$ cat src/rtl/multdiv_unit.sv
// Iterative signed 32-bit multiply / divide unit: 32 shift-add or restoring
// shift-subtract steps per operation, followed by a one-cycle DONE result pulse.
module multdiv_unit #(
  parameter int WIDTH = 32
) (
  input  logic                    clock,
  input  logic                    resetn,
  input  logic signed [WIDTH-1:0] data_operandA,
  input  logic signed [WIDTH-1:0] data_operandB,
  input  logic                    ctrl_MULT,
  input  logic                    ctrl_DIV,
  output logic signed [WIDTH-1:0] data_result,
  output logic                    data_exception,
  output logic                    data_resultRDY,
  output logic                    busy
);

  localparam logic [1:0] IDLE = 2'd0;
  localparam logic [1:0] MUL  = 2'd1;
  localparam logic [1:0] DIV  = 2'd2;
  localparam logic [1:0] DONE = 2'd3;

  logic [1:0]         state;
  logic [4:0]         cnt;
  logic [2*WIDTH-1:0] acc;
  logic [2*WIDTH-1:0] opa;
  logic [WIDTH-1:0]   opb;
  logic               neg_q;
  logic               div_zero;
  logic               div_ovf;

  function automatic logic [WIDTH-1:0] mag(input logic signed [WIDTH-1:0] v);
    return v[WIDTH-1] ? -v : v;
  endfunction

  function automatic logic [WIDTH-1:0] fix_sign(input logic [WIDTH-1:0] q,
                                                input logic neg, input logic dz);
    if (dz) return '0;
    return neg ? -q : q;
  endfunction

  function automatic logic mul_ovf(input logic [2*WIDTH-1:0] p);
    return p[2*WIDTH-1:WIDTH] != {WIDTH{p[WIDTH-1]}};
  endfunction

  logic               last;
  logic [2*WIDTH-1:0] addend;
  logic [2*WIDTH-1:0] prod_next;
  logic [WIDTH:0]     rem_sh;
  logic [WIDTH:0]     diff;
  logic               q_bit;
  logic [WIDTH-1:0]   quot_next;

  // The multiplier's sign bit carries weight -2^31, so its partial product is subtracted.
  always_comb begin
    last      = (cnt == 5'd31);
    addend    = '0;
    if (opb[0]) addend = last ? -opa : opa;
    prod_next = acc + addend;
    rem_sh    = {acc[WIDTH-1:0], opb[WIDTH-1]};
    diff      = rem_sh - {1'b0, opa[WIDTH-1:0]};
    q_bit     = ~diff[WIDTH];
    quot_next = {opb[WIDTH-2:0], q_bit};
  end

  always_ff @(posedge clock or negedge resetn) begin
    if (!resetn) begin
      state          <= IDLE;
      cnt            <= '0;
      acc            <= '0;
      opa            <= '0;
      opb            <= '0;
      neg_q          <= 1'b0;
      div_zero       <= 1'b0;
      div_ovf        <= 1'b0;
      data_result    <= '0;
      data_exception <= 1'b0;
    end else begin
      case (state)
        IDLE: begin
          acc <= '0;
          cnt <= '0;
          if (ctrl_MULT) begin
            opa   <= {{WIDTH{data_operandA[WIDTH-1]}}, data_operandA};
            opb   <= data_operandB;
            state <= MUL;
          end else if (ctrl_DIV) begin
            opa      <= {{WIDTH{1'b0}}, mag(data_operandB)};
            opb      <= mag(data_operandA);
            neg_q    <= data_operandA[WIDTH-1] ^ data_operandB[WIDTH-1];
            div_zero <= (data_operandB == '0);
            div_ovf  <= (data_operandA == {1'b1, {(WIDTH-1){1'b0}}}) && (data_operandB == '1);
            state    <= DIV;
          end
        end
        MUL: begin
          acc <= prod_next;
          opa <= opa << 1;
          opb <= opb >> 1;
          cnt <= cnt + 5'd1;
          if (last) begin
            data_result    <= prod_next[WIDTH-1:0];
            data_exception <= mul_ovf(prod_next);
            state          <= DONE;
          end
        end
        DIV: begin
          acc <= {{(WIDTH-1){1'b0}}, q_bit ? diff : rem_sh};
          opb <= quot_next;
          cnt <= cnt + 5'd1;
          if (last) begin
            data_result    <= fix_sign(quot_next, neg_q, div_zero);
            data_exception <= div_zero | div_ovf;
            state          <= DONE;
          end
        end
        default: state <= IDLE;
      endcase
    end
  end

  assign data_resultRDY = (state == DONE);
  assign busy           = (state != IDLE);

endmodule
$ cat config.mk
export PLATFORM = sky130hd
export DESIGN_NAME = multdiv_unit
export DESIGN_NICKNAME = d
export VERILOG_FILES = /design/src/rtl/multdiv_unit.sv
export SDC_FILE = /design/constraint.sdc
export NUM_CORES = 1
export LEC_CHECK = 0
export ABC_AREA = 1
export BUFFER_PORTS_ARGS = -buffer_cell sky130_fd_sc_hd__buf_2
export CAP_MARGIN = 20
export CORE_MARGIN = 4
export CORE_UTILIZATION = 55
export CTS_CLUSTER_SIZE = 10
export DETAILED_ROUTE_END_ITERATION = 8
export GPL_ROUTABILITY_DRIVEN = 0
export PLACE_DENSITY = 0.73
export SETUP_SLACK_MARGIN = 0.3
export SYNTH_ARGS = -nofsm -noshare
export SYNTH_HDL_FRONTEND = slang
export SYNTH_SLANG_ARGS = --single-unit
$ cat constraint.sdc
create_clock -name clock -period 7.3 [get_ports clock]
set_input_delay 1.825 -clock clock [delete_from_list [all_inputs] [get_ports clock]]
set_output_delay 1.825 -clock clock [all_outputs]
set_load 0.05 [all_outputs]
==> results.ini <==
[clock_network]
clockBufferDepth=3
cts_made_buffers=27
cts_setup_buffers=0
clock-sinks=203
root_buffer=clkbuf_16
clkSlewWorstSetupHoldPaths_ns=0.06
ctsResizeCount=0
cts_tree=built
clock_latency_ns=0.60
holdBufCountCts=0
h-tree-depth=1

[logic_synthesis]
synth-edff-count=0
ys_seq_area_share_pct=22.8
synth_flop_cell=dfrtp_1
async_flop_share_pct=100
postSynthAreaPerCell_um2=6.07
postSynthCellCount=3668
ys_seq_elements=203
synth_fp_nets=3846
yosys_warnings=0
synth_area_um2=22300
ys_types=60

[critical_path]
endpoint_kind=flop
cp_max_fo=25
arrival_ns=5.63
critPathSlowestCell=inv_2
required_ns=7.74
path_class=flop to flop
worstRegToRegCells=32
cp_common_cell=inv_1
cpPeakStageDelay_ns=0.40
startpoint_type=flop

[drt]
drt_pre_antenna_iters=7
via_count=26100
wl_per_cell_um=20.1
ant_nets=0
drt_iter0_drc=3751
vias_per_cell=6.13
drcViolationCount=0
wl_um=85700

[layout]
drive_gt1_share_pct=9.74
syn2layout_area_growth_pct=8.13
mostFrequentLayoutCells=nand2_1, inv_1, nor2_1
final_nets=3889
layout_commonest_cell=nand2_1

[pwr]
powerDensity_nw_per_um2=424
leakagePower_uw=0.0121
p_total_uw=10200
peakVddDrop_uv=321

[global_route]
grt_pass1_vias=23300
grt_pass1_wl_um=132000
antenna_found_initial=4
grt-ovfl-total=0
grt_max_degree=156
groute.usage.overall_pct=37.5

[die]
rows=73
pin_count=103
die_area_um2=43800
core_um2=39900
die_h_um=209
initial_core_util_pct=55.8
die_w_um=209

[sta]
post-route-period-util_pct=71.1
hold_viol_final=0
max-slew-margin-rel_pct=30.8
grt_setup_unrepaired=false
post-route-min-period_ns=5.19
finClkSkew_ns=0.0342
totalNegativeSetupSlack_ns=0
fmax_mhz=193
worst_slack_ns=2.11
final_max_slew_viol_count=0
worst_pin_slew_ns=1.04
setup_violations=0

[placed_design]
hpwl_um=67700
port_buffers=102
place_ws_ns=2.32

[min_path]
hold_depth=2
hold_class=flop to flop

[status]
status=completed

[job]
maxCapViolCount=0

[sequential cells by signal, summed over array words and instances, names as in the netlist]
name,count
state,2
cnt,5
opb,32
acc,64
neg_q,1
div_ovf,1
data_exception,1
data_result,32
opa,64
div_zero,1
[kinds of logic (layout without fill, tap and decap cells)]
family,count (synthesis),count (layout),share of synthesized area (%)
other,0,1,0
DFF,203,203,22.8
adders and majority gates,110,110,6.25
AOI/OAI and AO/OA,831,831,21.3
and+or+nand+nor,1784,1784,35.3
buffers and inverters,663,721,11.3
xor gates and xnor gates,77,77,3.03
[Yosys cell counts (48+ instances only)]
master | instances | area [um2]
clkbuf_1 | 92 | 345
ha_1 | 108 | 1350
nor2_1 | 341 | 1280
inv_1 | 503 | 1890
nand2_2 | 48 | 300
a21oi_1 | 312 | 1560
nand2_1 | 978 | 3670
xor2_1 | 59 | 517
dfrtp_1 | 203 | 5080
nand3_1 | 182 | 911
nor3_1 | 62 | 310
o21ai_0 | 266 | 1330
[power by group]
group,switching (uW),total (uW),internal [uW]
clock,571,1350,777
sequential,524,2070,1550
combinational,4840,6800,1960
[path summary, 6_finish.rpt]
check                               start  slack (ns)              end
max                               opb[31]        2.11  data_result[28]
min                        data_result[4]        0.47   data_result[4]
max reg2reg                       opb[31]        2.11  data_result[28]
min reg2reg                data_result[4]        0.47   data_result[4]
max in group asynchronous          resetn        4.75          acc[47]
min in group asynchronous          resetn        1.18   data_result[9]
[critical path, delay by kind of cell, from the launching register on]
kind	cells	cell delay [ns]
AO/OA/AOI/OAI	8	1.15
adder cells (fa/ha/maj)	4	0.90
buffers and inverters	6	0.82
flip-flops	1	0.38
AND/OR/NAND/NOR	14	1.77
[routing by layer]
metal | share of wire (%) | vias to the layer above | global-route usage [%] | wire, um
li1 | - | 12100 | - | -
met1 | 41 | 11900 | 54.9 | 35200
met2 | 40 | 1744 | 53.0 | 33900
met3 | 15 | 273 | 11.2 | 12900
met4 | 4.4 | 8 | 11.7 | 3730
met5 | 0.057 | - | 0 | 49
[stage by stage]
step           hold slack [ns]  instances  util (%)  area (um2)
2_1_floorplan            0.452       3668         -       22300
3_3_place_gp             0.462       4206      58.1       23200
3_5_place_dp             0.464       4207      58.2       23200
4_1_cts                  0.480       4251      60.3       24100
5_1_grt                  0.507       4251      60.3       24100
6_report                 0.474       4252      60.3       24100
[layout make-up]
| type | instances | area, um2 |
|---|---|---|
| clock inverters | 7 | 105 |
| diodes | 1 | 2.50 |
| clock buffers | 37 | 743 |
| repair buffers | 125 | 708 |
| multi-input cells | 2802 | 14700 |
| fillers | 3926 | 15800 |
| inverters | 552 | 2070 |
| flip-flops and latches | 203 | 5080 |
| well taps | 525 | 657 |
Power figures use the tool's default switching activity.
